<file path="config.mk">
export PLATFORM = sky130hd
export DESIGN_NAME = b_response_router_flat
export DESIGN_NICKNAME = d
export VERILOG_FILES = /design/src/rtl/b_response_router_if.sv /design/src/rtl/b_response_router.sv /design/src/flat_wrapper.sv
export SDC_FILE = /design/constraint.sdc
export NUM_CORES = 1
export LEC_CHECK = 0
export CAP_MARGIN = 20
export CORE_MARGIN = 2
export CORE_UTILIZATION = 37
export DETAILED_ROUTE_END_ITERATION = 8
export PLACE_DENSITY = 0.87
export SYNTH_ARGS = -nofsm -noshare
export SYNTH_HDL_FRONTEND = slang
export SYNTH_SLANG_ARGS = --single-unit
</file>
<file path="constraint.sdc">
create_clock -name clk -period 2.3 [get_ports clk]
set_input_delay 0.23 -clock clk [delete_from_list [all_inputs] [get_ports clk]]
set_output_delay 0.23 -clock clk [all_outputs]
set_load 0.05 [all_outputs]
</file>
<file path="src/rtl/b_response_router_if.sv">
// Write-response bus between the B-channel arbiter/slaves, the router and masters 0..2.
// The slave modport is the router's view; the master modport is the surrounding fabric's view.
interface b_response_router_if #(
   parameter int unsigned sID_width  = 6,
   parameter int unsigned RESP_width = 2
);
   logic                    ID_valid;
   logic [sID_width-1:0]    ID;
   logic [2:0]              B_SLV_sel;
   logic                    BVALID0, BVALID1, BVALID2, BVALID3, BVALID4;
   logic [RESP_width-1:0]   BRESP0, BRESP1, BRESP2, BRESP3, BRESP4;
   logic                    BREADY0, BREADY1, BREADY2, BREADY3, BREADY4;
   logic                    M0_BVALID, M1_BVALID, M2_BVALID;
   logic [sID_width-3:0]    M0_BID, M1_BID, M2_BID;
   logic [RESP_width-1:0]   M0_BRESP, M1_BRESP, M2_BRESP;
   logic                    M0_BREADY, M1_BREADY, M2_BREADY;
   logic                    count_update;
   logic                    decerr_drop;

   modport slave (
      input  ID_valid, ID, B_SLV_sel,
      input  BVALID0, BVALID1, BVALID2, BVALID3, BVALID4,
      input  BRESP0, BRESP1, BRESP2, BRESP3, BRESP4,
      output BREADY0, BREADY1, BREADY2, BREADY3, BREADY4,
      output M0_BVALID, M1_BVALID, M2_BVALID,
      output M0_BID, M1_BID, M2_BID,
      output M0_BRESP, M1_BRESP, M2_BRESP,
      input  M0_BREADY, M1_BREADY, M2_BREADY,
      output count_update, decerr_drop
   );

   modport master (
      output ID_valid, ID, B_SLV_sel,
      output BVALID0, BVALID1, BVALID2, BVALID3, BVALID4,
      output BRESP0, BRESP1, BRESP2, BRESP3, BRESP4,
      input  BREADY0, BREADY1, BREADY2, BREADY3, BREADY4,
      input  M0_BVALID, M1_BVALID, M2_BVALID,
      input  M0_BID, M1_BID, M2_BID,
      input  M0_BRESP, M1_BRESP, M2_BRESP,
      output M0_BREADY, M1_BREADY, M2_BREADY,
      input  count_update, decerr_drop
   );
endinterface

</file>
<file path="src/rtl/b_response_router.sv">
// B-channel response router: accepts the granted slave response into a one-entry buffer and
// delivers it to the master named by ID[top:top-1]. Optional HOLD timeout: B_RESP_TIMEOUT_EN.
module b_response_router #(
   parameter int unsigned sID_width  = 6,
   parameter int unsigned RESP_width = 2
) (
   input logic              clk,
   input logic              reset,
   b_response_router_if.slave bus
);

   localparam int unsigned MidW = sID_width - 2;

   typedef enum logic [1:0] {StIdle, StHold, StRetire} state_e;

   state_e                state_q, state_d;
   logic [sID_width-1:0]  hold_id_q, hold_id_d;
   logic [RESP_width-1:0] hold_resp_q, hold_resp_d;
   logic                  count_update_q, count_update_d;
   logic                  decerr_drop_q, decerr_drop_d;
`ifdef B_RESP_TIMEOUT_EN
   logic [9:0]            tmo_cnt_q, tmo_cnt_d;
`endif

   logic [4:0]            bvalid;
   logic [4:0]            bready;
   logic [RESP_width-1:0] bresp [5];
   logic [RESP_width-1:0] sel_resp;
   logic [1:0]            hold_mst;
   logic [2:0]            mvalid;
   logic [2:0]            mready;
   logic                  accept;
   logic                  handshake;

   assign bvalid   = {bus.BVALID4, bus.BVALID3, bus.BVALID2, bus.BVALID1, bus.BVALID0};
   assign bresp[0] = bus.BRESP0;
   assign bresp[1] = bus.BRESP1;
   assign bresp[2] = bus.BRESP2;
   assign bresp[3] = bus.BRESP3;
   assign bresp[4] = bus.BRESP4;
   assign mready   = {bus.M2_BREADY, bus.M1_BREADY, bus.M0_BREADY};
   assign hold_mst = hold_id_q[sID_width-1 -: 2];

   // Only the granted slave can see ready, and only while the buffer is empty.
   always_comb begin
      bready   = '0;
      sel_resp = '0;
      if (state_q == StIdle && bus.ID_valid) begin
         unique case (bus.B_SLV_sel)
            3'd0: begin bready[0] = bvalid[0]; sel_resp = bresp[0]; end
            3'd1: begin bready[1] = bvalid[1]; sel_resp = bresp[1]; end
            3'd2: begin bready[2] = bvalid[2]; sel_resp = bresp[2]; end
            3'd3: begin bready[3] = bvalid[3]; sel_resp = bresp[3]; end
            3'd4: begin bready[4] = bvalid[4]; sel_resp = bresp[4]; end
            default: ;
         endcase
      end
   end

   assign accept = |bready;

   always_comb begin
      mvalid = '0;
      for (int unsigned k = 0; k < 3; k++) begin
         mvalid[k] = (state_q == StHold) && (hold_mst == 2'(k));
      end
   end

   assign handshake = |(mvalid & mready);

   always_comb begin
      state_d        = state_q;
      hold_id_d      = hold_id_q;
      hold_resp_d    = hold_resp_q;
      count_update_d = 1'b0;
      decerr_drop_d  = 1'b0;
`ifdef B_RESP_TIMEOUT_EN
      tmo_cnt_d      = tmo_cnt_q;
`endif
      unique case (state_q)
         StIdle: begin
            if (accept) begin
               state_d     = StHold;
               hold_id_d   = bus.ID;
               hold_resp_d = sel_resp;
`ifdef B_RESP_TIMEOUT_EN
               tmo_cnt_d   = '0;
`endif
            end
         end
         StHold: begin
            if (hold_mst == 2'd3) begin
               // No master 3 exists: drop the response but still retire the arbiter slot.
               state_d        = StRetire;
               count_update_d = 1'b1;
               decerr_drop_d  = 1'b1;
            end else if (handshake) begin
               state_d        = StRetire;
               count_update_d = 1'b1;
`ifdef B_RESP_TIMEOUT_EN
            end else if (tmo_cnt_q == 10'd1023) begin
               state_d        = StRetire;
               count_update_d = 1'b1;
               decerr_drop_d  = 1'b1;
            end else begin
               tmo_cnt_d      = tmo_cnt_q + 10'd1;
`endif
            end
         end
         StRetire: state_d = StIdle;
         default:  state_d = StIdle;
      endcase
   end

   always_ff @(posedge clk) begin
      if (reset) begin
         state_q        <= StIdle;
         hold_id_q      <= '0;
         hold_resp_q    <= '0;
         count_update_q <= 1'b0;
         decerr_drop_q  <= 1'b0;
`ifdef B_RESP_TIMEOUT_EN
         tmo_cnt_q      <= '0;
`endif
      end else begin
         state_q        <= state_d;
         hold_id_q      <= hold_id_d;
         hold_resp_q    <= hold_resp_d;
         count_update_q <= count_update_d;
         decerr_drop_q  <= decerr_drop_d;
`ifdef B_RESP_TIMEOUT_EN
         tmo_cnt_q      <= tmo_cnt_d;
`endif
      end
   end

   assign bus.BREADY0      = bready[0];
   assign bus.BREADY1      = bready[1];
   assign bus.BREADY2      = bready[2];
   assign bus.BREADY3      = bready[3];
   assign bus.BREADY4      = bready[4];

   assign bus.M0_BVALID    = mvalid[0];
   assign bus.M1_BVALID    = mvalid[1];
   assign bus.M2_BVALID    = mvalid[2];
   // Unselected masters see all-zero ID/response rather than the buffered values.
   assign bus.M0_BID       = mvalid[0] ? hold_id_q[MidW-1:0] : '0;
   assign bus.M1_BID       = mvalid[1] ? hold_id_q[MidW-1:0] : '0;
   assign bus.M2_BID       = mvalid[2] ? hold_id_q[MidW-1:0] : '0;
   assign bus.M0_BRESP     = mvalid[0] ? hold_resp_q : '0;
   assign bus.M1_BRESP     = mvalid[1] ? hold_resp_q : '0;
   assign bus.M2_BRESP     = mvalid[2] ? hold_resp_q : '0;

   assign bus.count_update = count_update_q;
   assign bus.decerr_drop  = decerr_drop_q;

endmodule

</file>
<file path="src/flat_wrapper.sv">
// flat-port wrapper written by rule: the top's interface ports become plain ports
module b_response_router_flat 
#(
   parameter int unsigned sID_width  = 6,
   parameter int unsigned RESP_width = 2
)
  (clk, reset, bus_ID_valid, bus_ID, bus_B_SLV_sel, bus_BVALID0, bus_BVALID1, bus_BVALID2, bus_BVALID3, bus_BVALID4, bus_BRESP0, bus_BRESP1, bus_BRESP2, bus_BRESP3, bus_BRESP4, bus_BREADY0, bus_BREADY1, bus_BREADY2, bus_BREADY3, bus_BREADY4, bus_M0_BVALID, bus_M1_BVALID, bus_M2_BVALID, bus_M0_BID, bus_M1_BID, bus_M2_BID, bus_M0_BRESP, bus_M1_BRESP, bus_M2_BRESP, bus_M0_BREADY, bus_M1_BREADY, bus_M2_BREADY, bus_count_update, bus_decerr_drop);
  b_response_router_if #(.sID_width(sID_width), .RESP_width(RESP_width)) bus_i ();
  input logic clk;
  input logic reset;
  input wire logic [$bits(bus_i.ID_valid)-1:0] bus_ID_valid;
  input wire logic [$bits(bus_i.ID)-1:0] bus_ID;
  input wire logic [$bits(bus_i.B_SLV_sel)-1:0] bus_B_SLV_sel;
  input wire logic [$bits(bus_i.BVALID0)-1:0] bus_BVALID0;
  input wire logic [$bits(bus_i.BVALID1)-1:0] bus_BVALID1;
  input wire logic [$bits(bus_i.BVALID2)-1:0] bus_BVALID2;
  input wire logic [$bits(bus_i.BVALID3)-1:0] bus_BVALID3;
  input wire logic [$bits(bus_i.BVALID4)-1:0] bus_BVALID4;
  input wire logic [$bits(bus_i.BRESP0)-1:0] bus_BRESP0;
  input wire logic [$bits(bus_i.BRESP1)-1:0] bus_BRESP1;
  input wire logic [$bits(bus_i.BRESP2)-1:0] bus_BRESP2;
  input wire logic [$bits(bus_i.BRESP3)-1:0] bus_BRESP3;
  input wire logic [$bits(bus_i.BRESP4)-1:0] bus_BRESP4;
  output wire logic [$bits(bus_i.BREADY0)-1:0] bus_BREADY0;
  output wire logic [$bits(bus_i.BREADY1)-1:0] bus_BREADY1;
  output wire logic [$bits(bus_i.BREADY2)-1:0] bus_BREADY2;
  output wire logic [$bits(bus_i.BREADY3)-1:0] bus_BREADY3;
  output wire logic [$bits(bus_i.BREADY4)-1:0] bus_BREADY4;
  output wire logic [$bits(bus_i.M0_BVALID)-1:0] bus_M0_BVALID;
  output wire logic [$bits(bus_i.M1_BVALID)-1:0] bus_M1_BVALID;
  output wire logic [$bits(bus_i.M2_BVALID)-1:0] bus_M2_BVALID;
  output wire logic [$bits(bus_i.M0_BID)-1:0] bus_M0_BID;
  output wire logic [$bits(bus_i.M1_BID)-1:0] bus_M1_BID;
  output wire logic [$bits(bus_i.M2_BID)-1:0] bus_M2_BID;
  output wire logic [$bits(bus_i.M0_BRESP)-1:0] bus_M0_BRESP;
  output wire logic [$bits(bus_i.M1_BRESP)-1:0] bus_M1_BRESP;
  output wire logic [$bits(bus_i.M2_BRESP)-1:0] bus_M2_BRESP;
  input wire logic [$bits(bus_i.M0_BREADY)-1:0] bus_M0_BREADY;
  input wire logic [$bits(bus_i.M1_BREADY)-1:0] bus_M1_BREADY;
  input wire logic [$bits(bus_i.M2_BREADY)-1:0] bus_M2_BREADY;
  output wire logic [$bits(bus_i.count_update)-1:0] bus_count_update;
  output wire logic [$bits(bus_i.decerr_drop)-1:0] bus_decerr_drop;
  assign bus_i.ID_valid = bus_ID_valid;
  assign bus_i.ID = bus_ID;
  assign bus_i.B_SLV_sel = bus_B_SLV_sel;
  assign bus_i.BVALID0 = bus_BVALID0;
  assign bus_i.BVALID1 = bus_BVALID1;
  assign bus_i.BVALID2 = bus_BVALID2;
  assign bus_i.BVALID3 = bus_BVALID3;
  assign bus_i.BVALID4 = bus_BVALID4;
  assign bus_i.BRESP0 = bus_BRESP0;
  assign bus_i.BRESP1 = bus_BRESP1;
  assign bus_i.BRESP2 = bus_BRESP2;
  assign bus_i.BRESP3 = bus_BRESP3;
  assign bus_i.BRESP4 = bus_BRESP4;
  assign bus_BREADY0 = bus_i.BREADY0;
  assign bus_BREADY1 = bus_i.BREADY1;
  assign bus_BREADY2 = bus_i.BREADY2;
  assign bus_BREADY3 = bus_i.BREADY3;
  assign bus_BREADY4 = bus_i.BREADY4;
  assign bus_M0_BVALID = bus_i.M0_BVALID;
  assign bus_M1_BVALID = bus_i.M1_BVALID;
  assign bus_M2_BVALID = bus_i.M2_BVALID;
  assign bus_M0_BID = bus_i.M0_BID;
  assign bus_M1_BID = bus_i.M1_BID;
  assign bus_M2_BID = bus_i.M2_BID;
  assign bus_M0_BRESP = bus_i.M0_BRESP;
  assign bus_M1_BRESP = bus_i.M1_BRESP;
  assign bus_M2_BRESP = bus_i.M2_BRESP;
  assign bus_i.M0_BREADY = bus_M0_BREADY;
  assign bus_i.M1_BREADY = bus_M1_BREADY;
  assign bus_i.M2_BREADY = bus_M2_BREADY;
  assign bus_count_update = bus_i.count_update;
  assign bus_decerr_drop = bus_i.decerr_drop;
  b_response_router #(.sID_width(sID_width), .RESP_width(RESP_width)) u_core (.clk(clk), .reset(reset), .bus(bus_i));
endmodule
</file>
==> impl_metrics.py <==
metrics = {
    "die": {
        "dieArea_um2": 2626,
        "die_w_um": 51.24,
        "die_y_um": 51.24,
        "coreArea_um2": 2170,
        "top_level_ports": 58,
        "core.rowCount": 17,
        "start_util_pct": 38.06,
    },
    "routing": {
        "routed_wl_mm": 2.262,
        "m1WireLength_um": 880,
        "wl_per_cell_um": 11.84,
        "top_layer_used": "met4",
        "initialDrtViolationCount": 2,
        "ant_nets": 0,
        "dr_wl_met3_um": 273,
        "vias_per_cell": 4.979,
        "routed-wl-met2_mm": 1.082,
        "drc": 0,
        "num_vias": 951,
        "drt_first_pass_iters": 4,
    },
    "setup_path": {
        "cp_max_fo": 5,
        "arrival_ns": 1.75,
        "end_kind": "output port",
        "crit_start": "u_core.state_q[1]",
        "worst_path_max_delay_cell": "nor3b_1",
        "r2r_cells": 5,
        "critical_path_class": "reg -> out",
        "rrSetupSlack_ns": 1.00,
        "cpPeakStageDelay_ns": 0.37,
        "worstReg2RegStart": "u_core.hold_id_q[4]",
        "cp-start-kind": "flop",
        "r2r_end": "u_core.state_q[0]",
        "cp.required_ns": 2.07,
        "crit_chain": "nor2_1 > nand2_1 > nor2_1 > nand2_1 > nor3b_1 > buf_12",
    },
    "synthesis": {
        "muxShareOfSynthArea_pct": 9.697,
        "synth_compound_area_share_pct": 15.61,
        "synthTopCellsByArea": "dfxtp_1, and2_1, mux2i_1",
        "synth_flop_cell": "dfxtp_1",
        "synth_adder_area_share_pct": 0,
        "yosysTopAreaCell": "dfxtp_1",
        "yosysWarnings": 0,
        "synth_edf_count": 0,
        "synth-xor-area-share_pct": 0,
        "syn_nets": 134,
        "yosys.area_share.simple_pct": 41.36,
        "avgSynthCellArea_um2": 7.940,
        "synth_top_area_share_pct": 29.09,
        "synth_top_family_by_area": "simple AND/OR/NAND/NOR gates",
        "synth_seq_cells": 12,
        "ys_seq_area_share_pct": 29.09,
        "synthCells": 104,
        "synth_cell_types": 27,
        "syn_area_um2": 825.8,
        "synthArstFlopShare_pct": 0,
    },
    "power_and_ir_drop": {
        "p_per_area_nw_per_um2": 360.3,
        "vdd_drop_max_mv": 0.2081,
        "p_total_w": 0.0005346,
        "p_leak_nw": 0.6512,
    },
    "clocking": {
        "clk_pin_slew_ns": 0.07,
        "cts_resized": 0,
        "clockBufferDepth": 2,
        "clock_sinks": 12,
        "post_cts_buffers": 0,
        "numCtsBuffers": 3,
        "tritoncts": "built",
        "holdBufCountCts": 0,
        "htree_levels": 1,
        "clock_latency_ns": 0.27,
        "cts-root-buf": "clkbuf_4",
    },
    "job": {
        "maxCapViolations": 0,
    },
    "timing": {
        "timing.final.crit_share_pct": 85.91,
        "slew_violations": 0,
        "finalSetupViolations": 0,
        "final_hold_viol_count": 0,
        "period_minus_slack_ns": 1.976,
        "rsz0062_at_grt": "false",
        "fin_hold_ws_ns": 0.5210,
        "max_slew_margin_pct": 58.79,
        "worst_pin_slew_ns": 0.6166,
        "max_freq_mhz": 506.1,
        "fin_setup_tns_ns": 0,
        "final.setup_skew_ns": 0.002324,
    },
    "worst_hold_path": {
        "worstHoldStart": "u_core.hold_resp_q[0]",
        "hold_end": "u_core.hold_resp_q[0]",
        "worst_hold_path.num_cells": 2,
        "hold_path_class": "reg -> reg",
    },
    "cells_and_area": {
        "areaGrowthSynthToFinish_pct": 79.70,
        "drive_above_1_share_pct": 23.93,
        "n_antenna_cell": 0,
        "fin_util_pct": 68.40,
        "finalNonFillerCells": 191,
        "final_common_cell": "clkdlybuf4s50_1",
        "layout.nets": 194,
        "layout_common_cells": "clkdlybuf4s50_1, buf_4, and2_1",
    },
    "global_route": {
        "grt_start_max_net_pins": 14,
        "grt_pass1_vias": 870,
        "grt_pass1_wl_mm": 3.581,
        "antenna_found_initial": 0,
        "grt_overflow_total": 0,
        "grt_usage_pct": 18.10,
    },
    "placement": {
        "place_hpwl_mm": 1.867,
        "globalplace.congestion": 0.7441,
        "io_buffer_count": 57,
        "dp_cells": 187,
    },
    "status": {
        "status": "complete, no violations",
    },
}
Yosys cell counts, drive strengths merged (2+ instances only):
cell / n
nand2b: 2
a21oi: 5
nand3b: 7
nor2b: 2
and2: 18
buf: 2
clkbuf: 4
nor2: 10
a211oi: 3
nor4: 2
nand2: 7
dfxtp: 12
o21ai: 4
nor3: 7
nor3b: 4
mux2i: 8
per-layer routing:
metal	global-route usage [%]	up-vias
met5	0	-
met4	6.579	0
met3	5.848	4
met2	33.98	53
met1	18.53	408
li1	-	486
layout make-up:
class                   instances  area, µm²
inverters                       1      3.754
repair buffers                 61      603.1
flip-flops and latches         12      240.2
multi-input cells              85      565.5
fillers                       188      685.7
clock buffers                   4      36.28
well taps                      28      35.03
stage by stage:
step	setup slack (ns)	area, µm²
after floorplan	-0.08868	840.8
after global placement	0.2244	1445
after detailed placement	0.1226	1445
after CTS	0.04059	1481
final	0.3241	1484
after global routing	0.1691	1484
worst max-delay path: cells and delay by family, from the launching register on:
kind          cells  cell delay, ns
simple gates      5            0.97
flops             1            0.32
buf+inv           1            0.19
state kept, by name (all words and copies together) (netlist names):
signal / flops
u_core.hold_resp_q: 2
u_core.bus.decerr_drop: 1
u_core.hold_id_q: 6
u_core.bus.count_update: 1
u_core.state_q: 2
how the worst max path moves through the flow:
stage,end,slack (ns),cells after the start
finish,bus_BREADY2,0.32,6
global route,bus_BREADY2,0.17,6
global placement,u_core.hold_id_q[1],0.22,6
CTS,bus_M0_BVALID,0.04,3
detailed placement,u_core.hold_id_q[3],0.12,6
floorplan,bus_BREADY0,-0.09,3
report_power, final:
part | leakage (nW) | internal [W] | switching, W
Clock | 0.0210 | 0.0000962 | 0.0000647
Combinational | 0.533 | 0.0000839 | 0.0000677
Sequential | 0.0972 | 0.000215 | 0.00000751
cell families (layout without fill, tap and decap cells):
logic type             count (synthesis)  in the layout
AND/OR/NAND/NOR                       60             60
buffers and inverters                  7             66
AO/OA/AOI/OAI                         17             17
flip-flops                            12             12
multiplexers                           8              8
Note: power is estimated with default switching activity, not from simulation.
